**src/rtl/seq_pkg.sv**
```systemverilog
// Shared definitions for the serial pattern generator: default width and FSM encoding.
package seq_pkg;

  localparam int SEQ_DATA_W = 16;
  localparam int SEQ_LEN_W  = 5;

  typedef enum logic [1:0] {
    ST_IDLE = 2'b00,
    ST_SEND = 2'b01,
    ST_DONE = 2'b10
  } seq_state_e;

endpackage

```
**src/rtl/seq_len_clamp.sv**
```systemverilog
// Normalises a requested pattern length: 0 or anything above DATA_W selects DATA_W.
module seq_len_clamp
  import seq_pkg::*;
#(
  parameter int DATA_W = SEQ_DATA_W
) (
  input  logic [SEQ_LEN_W-1:0] len_in,
  output logic [SEQ_LEN_W-1:0] len_out
);

  localparam logic [SEQ_LEN_W-1:0] MAX_LEN = SEQ_LEN_W'(DATA_W);

  always_comb begin
    len_out = len_in;
    if (len_in == '0 || len_in > MAX_LEN) len_out = MAX_LEN;
  end

endmodule

```
**src/rtl/seq_gen.sv**
```systemverilog
// Serial pattern generator: shifts out a loaded pattern MSB-first, optionally looping,
// with a one-cycle done pulse at the end of a non-repeating run.
module seq_gen
  import seq_pkg::*;
#(
  parameter int DATA_W = SEQ_DATA_W
) (
  input  logic              clk,
  input  logic              rst_n,
  input  logic              load,
  input  logic [DATA_W-1:0] pat_in,
  input  logic [4:0]        len_in,
  input  logic              start,
  input  logic              repeat_en,
  input  logic              stop,
  output logic              seq_bit,
  output logic              bit_vld,
  output logic [4:0]        bit_idx,
  output logic              busy,
  output logic              done
);

  seq_state_e        state;
  logic [DATA_W-1:0] pat_r;
  logic [4:0]        len_r;
  logic [4:0]        len_clamp;

  seq_len_clamp #(.DATA_W(DATA_W)) u_clamp (
    .len_in  (len_in),
    .len_out (len_clamp)
  );

  // Widened copies so the 5-bit bit positions index without width games.
  logic [31:0] pat_ext, run_pat_ext;
  logic [4:0]  run_len, run_first, first_pos, nxt_pos;
  logic        last;

  always_comb begin
    // A start that coincides with load sends the freshly presented pattern.
    run_pat_ext = 32'(load ? pat_in : pat_r);
    run_len     = load ? len_clamp : len_r;
    run_first   = run_len - 5'd1;
    pat_ext     = 32'(pat_r);
    first_pos   = len_r - 5'd1;
    nxt_pos     = len_r - 5'd2 - bit_idx;
    last        = (bit_idx == first_pos);
  end

  always_ff @(posedge clk or negedge rst_n) begin
    if (!rst_n) begin
      state   <= ST_IDLE;
      pat_r   <= '0;
      len_r   <= 5'(DATA_W);
      seq_bit <= 1'b0;
      bit_vld <= 1'b0;
      bit_idx <= '0;
      busy    <= 1'b0;
      done    <= 1'b0;
    end else begin
      done <= 1'b0;
      case (state)
        ST_IDLE: begin
          if (load) begin
            pat_r <= pat_in;
            len_r <= len_clamp;
          end
          if (start) begin
            state   <= ST_SEND;
            busy    <= 1'b1;
            bit_vld <= 1'b1;
            bit_idx <= '0;
            seq_bit <= run_pat_ext[run_first];
          end
        end
        ST_SEND: begin
          if (stop) begin
            state   <= ST_IDLE;
            busy    <= 1'b0;
            bit_vld <= 1'b0;
            bit_idx <= '0;
            seq_bit <= 1'b0;
          end else if (last && repeat_en) begin
            bit_idx <= '0;
            seq_bit <= pat_ext[first_pos];
          end else if (last) begin
            state   <= ST_DONE;
            done    <= 1'b1;
            bit_vld <= 1'b0;
            bit_idx <= '0;
            seq_bit <= 1'b0;
          end else begin
            bit_idx <= bit_idx + 5'd1;
            seq_bit <= pat_ext[nxt_pos];
          end
        end
        ST_DONE: begin
          state <= ST_IDLE;
          busy  <= 1'b0;
        end
        default: begin
          state   <= ST_IDLE;
          busy    <= 1'b0;
          bit_vld <= 1'b0;
          bit_idx <= '0;
          seq_bit <= 1'b0;
        end
      endcase
    end
  end

endmodule

```
**config.mk**
```make
export PLATFORM = sky130hd
export DESIGN_NAME = seq_gen
export DESIGN_NICKNAME = d
export VERILOG_FILES = /design/src/rtl/seq_pkg.sv /design/src/rtl/seq_len_clamp.sv /design/src/rtl/seq_gen.sv
export SDC_FILE = /design/constraint.sdc
export NUM_CORES = 1
export LEC_CHECK = 0
export CORE_ASPECT_RATIO = 1.4
export CORE_MARGIN = 10
export CORE_UTILIZATION = 23
export DETAILED_ROUTE_END_ITERATION = 8
export PLACE_DENSITY = 0.44
export SLEW_MARGIN = 20
export SYNTH_ARGS = -nofsm -noshare
export SYNTH_HDL_FRONTEND = slang
export SYNTH_SLANG_ARGS = --single-unit
```
**constraint.sdc**
```tcl
create_clock -name clk -period 2.55 [get_ports clk]
set_clock_uncertainty 0.2 [all_clocks]
set_input_delay 0.51 -clock clk [delete_from_list [all_inputs] [get_ports clk]]
set_output_delay 0.51 -clock clk [all_outputs]
set_load 0.02 [all_outputs]
```
=== Word-level counts from Yosys, hierarchy flattened ===
Index checks and enable logic that the tools add are counted.

* Flip-flop bits (word level): 32
* Bits in latches: 0
* RAM bits: 0
* Memory bits (read-only): 0
* Input port bits: 27
* Output and inout bits: 9
* Logic and storage cells: 69
* Memories kept: 0

* Add/sub/neg operators: 5
* $mul: 0
* Div/mod/pow operators: 0
* Order comparisons: 4
* Equality and inequality tests: 7
* Shift-type cells: 0
* Muxes and demuxes: 35
* Bitwise logic cells: 1
* Reductions and logical operators: 9

{| class="wikitable"
|+ Operators with widths
! cell !! number
|-
| 5-bit two-way mux || 6
|-
| 5-bit by 6-bit < comparator with 1-bit output (second input constant) || 3
|-
| 1-bit two-way mux || 16
|-
| 16-bit two-way mux || 1
|-
| 1-bit binary-select mux with 5-bit select || 3
|-
| 5-bit case mux with 3 select lines || 1
|-
| 5-bit by 1-bit subtractor with 5-bit output (second input constant) || 2
|-
| 2-bit two-way mux || 4
|-
| 3-bit != test (second input constant) || 2
|-
| 1-bit case mux with 3 select lines || 2
|-
| 2-bit AND reduction || 3
|-
| 5-bit by 1-bit adder with 5-bit output (second input constant) || 1
|-
| 5-bit equality test || 1
|-
| 5-bit > comparator (second input constant) || 1
|-
| 5-bit zero test || 1
|-
| 5-bit by 2-bit subtractor with 5-bit output (second input constant) || 1
|-
| 5-bit subtractor || 1
|-
| 2-bit != test (second input constant) || 2
|-
| 2-bit case mux with 2 select lines || 1
|-
| 4-bit AND reduction || 1
|-
| 3-bit AND reduction || 1
|-
| 2-bit by 1-bit equality test with 1-bit output (second input constant) || 1
|-
| 2-bit equality test (second input constant) || 1
|-
| 2-bit zero test || 1
|-
| 4 further kinds || 4
|}

=== Logic depth before layout (Yosys ltp) ===
Gate-level depths: netlist of the first run.

* Depth after elaboration: 9
* Gate-level depth with buffers: 12
* Mapped depth without buffers: 11

=== By module ===
From an unflattened synthesis of the first run, not the netlist that was laid out.

* Cells, all modules: 190
* Area, all modules: 2280.9 µm²

{| class="wikitable"
|+ Modules (own cells, without submodules)
! module !! times used !! cells an instance !! area each (µm²) !! seq. area each (µm²)
|-
| seq_gen || 1 || 182 || 2228.4 || 802.0
|-
| seq_len_clamp || 1 || 8 || 52.6 || 0.0
|}

=== Worst setup path after synthesis of the first run ===
OpenSTA, ideal clock, no wires.

* Path type: input to register
* Start point: input port len_in[0]
* End point: register seq_bit
* Library setup time: 0.132 ns
* Arrival time: 3.273 ns
* Data required time: 2.218 ns
* Slack: -1.055 ns
* Stages on the path: 10
* Buffers on the path: 1
* Cells stage by stage: or4_1 > ha_1 > nor2b_2 > mux2i_2 > ha_1 > buf_2 > mux4_2 > mux4_2 > nor2b_1 > o211ai_1

* Cells in the longest elaborated chain, start to end: 9
* Elaborated cells on any way between the ends: 10
* Those cells by class: add/sub: 1; order compare: 1; mux: 6; reduce/logical: 2

{| class="wikitable"
|+ RTL lines
! item !! line !! text
|-
| start, declared || seq_gen.sv:12 || <nowiki>input logic [4:0] len_in,</nowiki>
|-
| 5-bit > comparator or 5-bit zero test (tied branches) || seq_len_clamp.sv:15 || <nowiki>if (len_in == '0 || len_in > MAX_LEN) len_out = MAX_LEN;</nowiki>
|-
| 1-bit logical OR || seq_len_clamp.sv:15 ||
|-
| 5-bit two-way mux * || seq_len_clamp.sv:15 ||
|-
| 5-bit two-way mux * || n/a ||
|-
| 5-bit by 1-bit subtractor with 5-bit output * || seq_gen.sv:42 || <nowiki>run_first = run_len - 5'd1;</nowiki>
|-
| 1-bit binary-select mux with 5-bit select * || seq_gen.sv:72 || <nowiki>seq_bit <= run_pat_ext[run_first];</nowiki>
|-
| 1-bit two-way mux (not written as such) * || seq_gen.sv:72 ||
|-
| 1-bit two-way mux * || seq_gen.sv:67 || <nowiki>if (start) begin</nowiki>
|-
| 1-bit case mux with 3 select lines * || seq_gen.sv:61 || <nowiki>case (state)</nowiki>
|-
| end signal, assigned || seq_gen.sv:72 ||
|-
| end signal, assigned || seq_gen.sv:84 || <nowiki>seq_bit <= pat_ext[first_pos];</nowiki>
|-
| end signal, assigned || seq_gen.sv:93 || <nowiki>seq_bit <= pat_ext[nxt_pos];</nowiki>
|-
| end, declared || seq_gen.sv:16 || <nowiki>output logic seq_bit,</nowiki>
|}

Every way passes the cells marked *; elsewhere a longest branch is shown, timed or not. The select of a mux whose other input is x is not followed.
A chain may end at the register's enable or synchronous reset.

=== Worst setup path in the final report of the first run ===
* Start point: input port len_in[3]
* End point: register seq_bit

The elaborated chain is that of the path after synthesis.

==> results of run 1 <==
synthesized netlist by cell type, types with 2 or more instances:
cell type / number / area [µm²]
sky130_fd_sc_hd__a211oi_1: 3 / 22.5
sky130_fd_sc_hd__a21o_1: 2 / 15.0
sky130_fd_sc_hd__a21oi_1: 5 / 25.0
sky130_fd_sc_hd__buf_1: 2 / 7.51
sky130_fd_sc_hd__buf_4: 2 / 15.0
sky130_fd_sc_hd__dfrtp_1: 31 / 776
sky130_fd_sc_hd__ha_1: 11 / 138
sky130_fd_sc_hd__inv_1: 12 / 45.0
sky130_fd_sc_hd__mux2_2: 20 / 225
sky130_fd_sc_hd__mux2i_1: 11 / 110
sky130_fd_sc_hd__mux2i_2: 2 / 27.5
sky130_fd_sc_hd__mux4_1: 2 / 52.6
sky130_fd_sc_hd__mux4_2: 11 / 248
sky130_fd_sc_hd__nand2_1: 14 / 52.6
sky130_fd_sc_hd__nand2b_1: 2 / 12.5
sky130_fd_sc_hd__nand3_1: 3 / 15.0
sky130_fd_sc_hd__nor2_1: 7 / 26.3
sky130_fd_sc_hd__nor2b_1: 7 / 43.8
sky130_fd_sc_hd__nor3_1: 4 / 20.0
sky130_fd_sc_hd__o21ai_0: 3 / 15.0
sky130_fd_sc_hd__o21ai_1: 3 / 15.0
sky130_fd_sc_hd__o22ai_1: 2 / 12.5
sky130_fd_sc_hd__xnor2_1: 5 / 43.8
sky130_fd_sc_hd__xor2_1: 6 / 52.6
final cells by class:
cell class                      instances  share of cell area, %
Inverter                               13                   1.48
Tap cell                              135                   5.13
Multi-Input combinational cell        150                   46.3
Timing Repair Buffer                   68                   18.1
Sequential cell                        32                   24.4
Clock buffer                            7                   4.64
final timing paths:
path                                 from       end  slack, ps
worst max-delay path            len_in[3]   seq_bit       -400
worst min-delay path             state[1]      busy        280
min in group asynchronous           rst_n      done        440
max in group asynchronous           rst_n  len_r[4]       1370
worst max register to register   len_r[1]   seq_bit       -230
worst min register to register   state[1]      busy        280
through the flow:
step,hold WS [ps],cells
2_1_floorplan,14.4,202
3_3_place_gp,276,397
3_5_place_dp,276,397
4_1_cts,288,405
5_1_grt,305,405
6_report,285,405
state kept, by name (all words and copies together) (netlist names):
| signal | flops |
|---|---|
| bit_idx | 5 |
| bit_vld | 1 |
| busy | 1 |
| done | 1 |
| len_r | 5 |
| pat_r | 16 |
| seq_bit | 1 |
| state | 2 |
report_power, final:
group | switching (mW) | total, mW | internal [mW]
registers | 0.120 | 0.756 | 0.636
clock network | 0.212 | 0.621 | 0.409
logic | 0.667 | 1.49 | 0.828
total | 0.999 | 2.87 | 1.87
cell families after synthesis:
family | Yosys count | synth area share [%]
and+or+nand+nor | 48 | 11.5
buffers and inverters | 20 | 3.93
muxes | 47 | 28.6
DFF | 32 | 34.0
adders and majority gates | 12 | 6.69
AOI/OAI and AO/OA | 30 | 9.51
xor gates and xnor gates | 13 | 5.74
cells in the final DEF (no fill, tap or decap), drive strengths merged, types with 2 or more instances in the layout:
cell type | netlist | final
nand2 | 14 | 14
a211oi | 4 | 4
nor2b | 8 | 8
ha | 11 | 11
mux4 | 13 | 13
xnor2 | 5 | 5
o22ai | 2 | 2
inv | 13 | 13
clkbuf | 1 | 8
nor2 | 8 | 8
nand3 | 4 | 4
buf | 6 | 36
mux2i | 13 | 13
mux2 | 21 | 21
nand2b | 2 | 2
xor2 | 7 | 7
o21ai | 6 | 6
dfrtp | 31 | 31
a21oi | 5 | 5
clkdlybuf4s50 | 0 | 31
nor3 | 5 | 5
a21o | 2 | 2
per-layer routing:
layer  track usage [%]  vias to the layer above  wire, µm
met5                 0                        -         0
met2              17.3                       30      3670
li1                  -                      886         -
met3              2.77                        6       296
met4              3.00                        0        98
met1              8.98                      906      2500
what timing repair did:
item / 4_1_cts / 5_1_grt
buffers inserted: 1 / 0
setup endpoints to repair: 1 / 1
pin swaps: 4 / 2
gates resized for setup: 15 / 5
cloned: 0 / 0
==> results.txt, run 1 <==
Prior to clock tree synthesis, the placed netlist has a worst setup slack of -1070 ps. The tree is rooted in a sky130_fd_sc_hd__clkbuf_16. The cell family contributing the most delay on the critical path is multiplexers. The CTS H-tree depth is 2.

Fill cells in the final layout number 1030. The quantity of hold-fixing buffers added after cts is 0. The number of cells on the worst reg-to-reg path is 9. The first global-routing pass estimated 10700 µm of wire. The critical path in this run is classified as in -> reg. The share of flip-flops with an asynchronous set or reset came out at 100%.

From left edge to right edge, the die measures 106 µm. The most instantiated flip-flop cell in the synthesis netlist is sky130_fd_sc_hd__dfrtp_1. The worst setup path is captured at a register. The number of DRC markers after the initial detailed-route iteration came out at 44.

The initial core utilization came out at 23.7%. The number of distinct library cell variants in the gate-level netlist after synthesis came out at 56. The source-to-sink clock delay at the later pin of the worst-skew pair is 270 ps. The clock sink count is 32. Summing all flip-flop and latch instances after layout gives 802 µm².

The total length of routed wires is 6570 µm. Yosys printed 0 warnings. The number of iterations in the first detailed-routing pass came out at 4. The post-synthesis sequential element count came out at 32.

Summing every instance area after synthesis gives 0.00236 mm². The number of enable-type register cells in the synthesized netlist came out at 0. Once detailed placement completed, the half-perimeter wirelength came to 5390 µm. The final number of hold-violating endpoints is 0. The checks that failed: setup timing. The clock-pin slew on the worst setup and hold paths is 50 ps.

The data required time of the worst path came out at 2490 ps. Across all setup checks in the final design, the least slack found is -401 ps. The leakage power is 1.37 nW.

The ratio of final minimum period to clock period came out at 116%. The global-route usage over all layers came out at 9.09%. The net count of the finished layout came out at 309. The total power divided by cell area came out at 873 mW/mm². The boundary pin count is 36.

The maximum VDD drop is 0.288 mV. The slew at the pin closest to its max-slew limit came out at 507 ps. The clock passes through at most 2 buffers. The number of max-slew violations in the final report was 0. The number of DRC violations after detailed routing is 0. The final estimated routing congestion in global placement came out at 0.793. For the worst setup path, the data arrival time is 2890 ps. The number of antenna violations at the first check in global routing came out at 0.

The tightest min-delay check is of the reg -> reg type. The post-synthesis instance total is 202. The via count of the first global-routing pass came out at 2041. For this run, the share of the core covered by cells in the final layout is 33.1%. The setup TNS is -401 ps. The relative slew slack is 66.1%.

The achievable clock frequency is 0.339 GHz. The average cell area after synthesis is 11.7 µm². From synthesis to final layout, the design area changed by 39.7%.

The number of clock buffers inserted by TritonCTS came out at 5. Summing all multi-input logic gate instances after layout gives 0.00152 mm². The sequential fraction of the synthesis area came out at 34.0%. Counting I/O delays and the setup requirement, the final critical path takes 2950 ps. Max-cap violations in this run came to 0. Setup violations remaining at the end of the flow were counted as 1. After layout, the design draws a total of 2.87 mW. The share of layout cells above drive strength 1 came out at 34.1%.

The buffer and inverter count on the worst path came out at 1. After detailed placement, the total cell area comes to 0.00313 mm². Among all stages on the critical path, the largest delay is contributed by sky130_fd_sc_hd__or4_4. The maximum fanout encountered on the critical timing path came out at 6. Setup repair after global routing could not meet its margin everywhere. Port buffering added 35 buffers.

Once layout is done, the placed cells without fillers occupy 0.00329 mm². The number of rows created at floorplan came out at 43. TritonCTS built the clock tree.

In the final routed layout, each cell accounts on average for 16.2 µm. Using the TritonRoute via totals, the vias-per-cell ratio works out to 4.51. The global route total overflow is 0. STA classifies the critical path startpoint as a primary input. Traced cell by cell, the critical path runs through buf_6 > or4_4 > ha_4 > nor2b_4 > mux2i_4 > ha_4 > mux4_2 > mux4_2 > nor2b_1 > o211ai_1. The total core area is 0.00995 mm².

The die footprint came out at 0.0147 mm². The flow ran to the end, but the final reports show violations. The net count after synthesis came out at 241.

The count of antenna diodes in the layout came out at 0. The cell depth of the worst hold path came out at 1. The delay of the slowest critical-path stage is 530 ps. The maximum number of pins on one net before global-route repair is 33. The y dimension of the die came out at 140 µm. The total number of vias is 1828. The post-detailed-route count of antenna-violating nets is 0.

In this run the number of cells on the critical path is 10.
No activity file was read; power rests on OpenSTA's default activity.
==> run 2, diff against run 1 <==
Settings changed: CORE_MARGIN 10 to not set.
==> results.txt, run 2 (synthesized netlist as in run 1, its figures left out) <==
The number of DRC markers after the initial detailed-route iteration came out at 44. Dividing the detail-routed wire length by the instance count gives 15.2 µm. 0 antenna diodes ended up in the layout. The number of clock buffers inserted by TritonCTS is 5. The global-route usage over all layers is 12.8%. TritonCTS built the clock tree. The data required time of the worst path came out at 2500 ps. Net switching is 34.9% of the power.

The critical path runs through a total of 10 cells. The initial core utilization came out at 23.7%. The y dimension of the die came out at 122 µm.

The clock drives 32 sinks. The minimum setup slack after placement is -1090 ps. The global-route wire length before repair is 10100 µm. The leakage power is 1.37 nW. In the final layout, the registers with the most flip-flops are pat_r x16, bit_idx x5, len_r x5.

The floorplan step defined a die boundary enclosing 0.0107 mm². The area added between synthesis and finish is 39.7%. In the final design database the tool counted 309 nets.

The number of cells on the worst reg-to-reg path came out at 9. The type of the worst min-delay path is reg -> reg. After detailed routing, the number of remaining DRC violations is 0. The number of flip-flops in the largest register came out at 16. The maximum fanout encountered on the critical timing path is 6. The maximum number of pins on one net before global-route repair is 33. The endpoint identified for the worst register-to-register timing path is seq_bit. The CTS root buffer is sky130_fd_sc_hd__clkbuf_16. The global route total overflow is 0. In the layout the commonest cells are sky130_fd_sc_hd__buf_4, sky130_fd_sc_hd__dfrtp_1, sky130_fd_sc_hd__clkdlybuf4s50_1. The source-to-sink clock delay at the later pin of the worst-skew pair came out at 280 ps.

The number of antenna violations at the first check in global routing was 0. The flow ran to the end, but the final reports show violations. The final number of hold-violating endpoints is 0.

The setup violation total in the final timing report is 1. The CTS H-tree depth came out at 2. The internal power is 1.85 mW. The placed wire-length estimate after detailed placement came out at 4990 µm. The relative slew slack is 69.2%.

The kind of end point of the critical path is a register. Combinational logic burns 52.4% of the power. Following the worst setup path forward leads to its endpoint at seq_bit. Max-cap violations in this run came to 0. The library cell contributing the largest single delay on the critical path is sky130_fd_sc_hd__or4_4. The multi-input gate area in the final layout came out at 0.00152 mm². The total core area is 0.00995 mm². The most frequent standard cell in the layout excluding fill and tap cells is sky130_fd_sc_hd__buf_4. The final reports fail on setup timing. The worst path arrival time came out at 2950 ps.

Static timing analysis puts the maximum clock frequency at 0.334 GHz. The delay of the slowest critical-path stage is 530 ps. Across the VDD grid, the largest voltage drop is 0.258 mV. Setup repair after global routing could not meet its margin everywhere. In this run, flip-flops and latches consume 26.6% of the power. The critical path launch point is len_in[0]. The total power divided by cell area came out at 865 mW/mm².

The clock passes through at most 2 buffers. After layout, the worst path uses 118% of the clock period. The total length of routed wires came out at 6170 µm. The top register by number of flip-flops is pat_r. Row generation in the floorplan step produced 43 rows. The final hold slack came out at 279 ps. Input and output buffers added on the ports amount to 35. The slew at the pin closest to its max-slew limit came out at 460 ps.

At the end of routability-driven placement, the weighted congestion stood at 0.752. The count of fill cells added during filler insertion is 1037. The die outline width is 87.5 µm.

The worst path setup slack after routing is -447 ps. The clock-pin slew on the worst setup and hold paths came out at 50 ps. The clock share of power came out at 21.0%.

Overall power consumption after layout is estimated at 2.85 mW. The minimum clock period came out at 3000 ps. The worst setup path is of the in -> reg kind. The buffer and inverter count on the worst path came out at 1. The worst register-to-register path has a setup slack of -220 ps. The share of layout cells above drive strength 1 came out at 32.8%.

The family with the most delay on the worst path is multiplexers. For this design the total switching power over the nets is 0.995 mW. The worst register-to-register path begins at len_r[1]. Traced cell by cell, the critical path runs through buf_6 > or4_4 > ha_4 > nor2b_4 > mux2i_4 > ha_4 > mux4_2 > mux4_2 > nor2b_1 > o211ai_1.

36 I/O pins were placed. Detailed routing inserted a total of 1843 vias. Summed over all failing endpoints, the final setup total negative slack is -447 ps. After detailed routing, the number of vias per cell comes to 4.54. The sequential cells in the finished layout cover a total of 802 µm². The number of max-slew violations in the final report came to 0. The number of iterations in the first detailed-routing pass is 4. Once detail routing completed, the nets flagged for antenna violations numbered 0. The via count of the first global-routing pass is 1930. The category of the worst setup path launch point is a primary input.
[run 2: power groups by stage]
stage          Clock, mW  Sequential (mW)  Combinational (mW)
3_3_place_gp           0            0.766                1.49
6_report           0.599            0.757                1.49
2_1_floorplan          0            0.751                1.02
4_1_cts            0.629            0.761                1.51
3_5_place_dp           0            0.767                1.50
5_1_grt            0.652            0.777                1.63
[run 2: through the flow]
stage               instances  instance area, µm²  utilization, %
floorplan                 202                2400               -
global placement          397                3130            31.4
detailed placement        397                3130            31.4
CTS                       405                3270            32.9
global route              406                3290            33.1
finish                    406                3290            33.1
[run 2: layout make-up]
class	instances	area share, %
multi-input combinational	150	46.1
sequential	32	24.4
timing repair buffer	68	18.5
tap	135	5.13
clock buffer	8	4.45
inverter	13	1.48
[run 2: how the worst min path moves through the flow]
| stage | startpoint | end | depth (start not counted) |
|---|---|---|---|
| global placement | state[1] | busy | 1 |
| CTS | state[1] | busy | 1 |
| finish | state[1] | busy | 1 |
| global route | state[1] | busy | 1 |
| detailed placement | state[1] | busy | 1 |
| floorplan | rst_n | bit_idx[0] | 0 |
[run 2: routing by layer]
| layer | GRT usage (%) | up-vias | share of wire [%] |
|---|---|---|---|
| met5 | 0 | - | 0 |
| met4 | 5.12 | 0 | 1.9 |
| met3 | 2.44 | 9 | 3.1 |
| met2 | 24.5 | 43 | 56 |
| met1 | 13.4 | 902 | 39 |
| li1 | - | 889 | - |
[run 2: what timing repair did]
| action | in CTS | in global routing |
|---|---|---|
| pin swaps | 4 | 5 |
| gates resized for setup | 15 | 3 |
| hold endpoints to repair | 0 | 0 |
| endpoints found under the setup margin | 1 | 1 |
| hold buffers | 0 | 0 |
| setup buffers | 0 | 1 |
==> run 3, diff against run 2 <==
Settings changed: CORE_UTILIZATION 23 to 30, PLACE_DENSITY 0.44 to 0.51.
Clock period 2.55 ns to 3.9 ns, I/O delays scaled along.
==> results.txt, run 3 (synthesized netlist as in run 1, its figures left out) <==
The type of the worst min-delay path is reg -> reg. Setup violations remaining at the end of the flow were counted as 0. The global route total overflow is 0. TritonCTS built the clock tree.

The buffer and inverter count on the worst path is 3. The per-cell routed wire length is 15.2 µm. The net count of the finished layout is 289. The data required time of the worst path is 3860 ps. Of the cells placed in the final design, the portion with a size suffix greater than 1 is 25.5%. The library cell contributing the largest single delay on the critical path is sky130_fd_sc_hd__or4_1. The via count of the first global-routing pass is 1781.

At the worst endpoint, the arrival time is 3650 ps. Summed over all cells, the static leakage comes to 1.24 nW. The clock sink count came out at 32. Power spread over the standard cell area amounts to 573 mW/mm². For this run, the total global-route usage over all layers was measured as 14.1%.

The die outline width came out at 76.9 µm. Traced cell by cell, the critical path runs through clkdlybuf4s50_1 > or4_1 > ha_1 > nor2b_2 > mux2i_2 > ha_4 > buf_4 > nor2b_1 > a211oi_1 > a211oi_1 > o41ai_1 > buf_4 > o211ai_1. Clock latency on the worst-skew pair, taken at its later pin, is 290 ps.

The region available for standard cell placement spans 0.00745 mm². Setup repair after global routing left no endpoint under its margin. The maximum fanout encountered on the critical timing path came out at 7.

The slew at the pin closest to its max-slew limit is 935 ps. Timing would allow up to 0.271 GHz. The worst setup path is launched from a primary input. The type of the setup path with the least slack is in -> reg.

The number of rows created at floorplan came out at 37. The global-route wire length before repair is 8890 µm. Buffers added to address setup during post-CTS repair amount to 0. The final non-filler cell area came out at 0.00302 mm². The ratio of final minimum period to clock period is 94.7%. In this run, CTS created clock tree buffers numbering 5. Dividing the detail-routed via count by the number of cells gives 5.00. The number of max-slew violations in the final report came out at 0. The multi-input combinational cells in the finished layout cover a total of 0.00147 mm². The filler cells instantiated in the layout total 755. The area occupied by registers is 802 µm². The flow ran to the end, and the final reports show no timing, DRC or antenna violations.

In the final layout, the registers with the most flip-flops are pat_r x16, bit_idx x5, len_r x5. The kind of end point of the critical path is a register. The CTS H-tree depth came out at 2. The number of iterations in the first detailed-routing pass came out at 4.

The maximum VDD drop came out at 0.234 mV. 36 I/O pins were placed. Leaving out fill and tap cells, the most frequent cell in the layout is sky130_fd_sc_hd__clkdlybuf4s50_1. The post-layout instance count excluding filler cells came out at 348. The area added between synthesis and finish came out at 28.2%. The delay of the slowest critical-path stage came out at 520 ps. Total power for the finished layout comes to 1.73 mW.

The number of DRC markers after the initial detailed-route iteration is 34. The number of flip-flops in the largest register came out at 16. The final estimated routing congestion in global placement came out at 0.741. The number of DRC violations after detailed routing came out at 0. The final number of hold-violating endpoints came out at 0. The maximum number of pins on one net before global-route repair is 33.

The y dimension of the die is 107 µm. The minimum clock period is 3690 ps. The top cell types in the final layout, fill and taps aside, are sky130_fd_sc_hd__clkdlybuf4s50_1, sky130_fd_sc_hd__dfrtp_1, sky130_fd_sc_hd__mux2_2. The cell family contributing the most delay on the critical path is simple AND/OR/NAND/NOR gates.

The count of port buffers added during placement came out at 35. The total length of routed wires came out at 5300 µm. The total number of vias came out at 1739. The relative slew slack is 37.5%. The max-capacitance violation count is 0. The cell area after placement came out at 0.00288 mm². The clock-pin slew on the worst setup and hold paths came out at 80 ps. The die footprint is 0.00822 mm².

The count of antenna diodes in the layout is 0. The detail route stage leaves a number of antenna-violating nets equal to 0. The wire-length estimate of the detail-placed layout is 4210 µm. The quantity of hold-fixing buffers added after cts came out at 0. The initial core utilization is 31.6%. The post-cts gate resize count came out at 0.

The number of cells after detailed placement came out at 340. The number of antenna violations at the first check in global routing is 0. The longest clock path from root to sink contains 2 buffers. Counting flops per register, the top entry is pat_r. The CTS root buffer is sky130_fd_sc_hd__clkbuf_8.
[run 3: cell types whose count changed in the layout (fill, tap and decap cells not counted), moves of 2 or more]
cell                              before  now
sky130_fd_sc_hd__buf_4                32   13
sky130_fd_sc_hd__clkbuf_8              1    7
sky130_fd_sc_hd__clkbuf_16             5    0
sky130_fd_sc_hd__clkdlybuf4s50_1      31   35
sky130_fd_sc_hd__buf_6                 2    0
sky130_fd_sc_hd__clkbuf_1              2    0
[run 3: worst paths after layout]
path	cells past startpoint	end	slack, ps	start
max	13	seq_bit	210	len_in[0]
min	1	busy	290	state[1]
max reg2reg	9	seq_bit	1030	len_r[2]
min reg2reg	1	busy	290	state[1]
max in group asynchronous	2	len_r[4]	2470	rst_n
min in group asynchronous	2	pat_r[10]	690	rst_n
[run 3: metrics by stage]
stage	setup TNS (ps)	utilization (%)	worst slack, ps	hold WS (ps)
after global placement	-236	38.7	-236	271
final	0	40.5	205	291
after global routing	0	40.5	52.7	314
after CTS	0	40.4	10.8	295
after detailed placement	-283	38.7	-283	284
after floorplan	0	-	24.8	244
[run 3: routing by layer]
metal	share of wire [%]	wire length, µm	global-route usage, %
met1	41	2190	16.6
met5	0	0	0
met2	55	2910	25.8
met3	2.5	131	2.47
met4	1.2	64	4.53
[run 3: where the power goes]
group	total, mW	switching (mW)	internal, mW
clock	0.363	0.137	0.226
combinational	0.855	0.374	0.480
sequential	0.513	0.0985	0.415
total	1.73	0.610	1.12
[run 3: layout make-up]
type / count / share of cell area (%)
clock buffers: 7 / 3.19
clock inverters: 1 / 0.994
inverters: 13 / 1.62
multi-input cells: 150 / 48.8
flip-flops and latches: 32 / 26.6
well taps: 97 / 4.02
repair buffers: 48 / 14.8
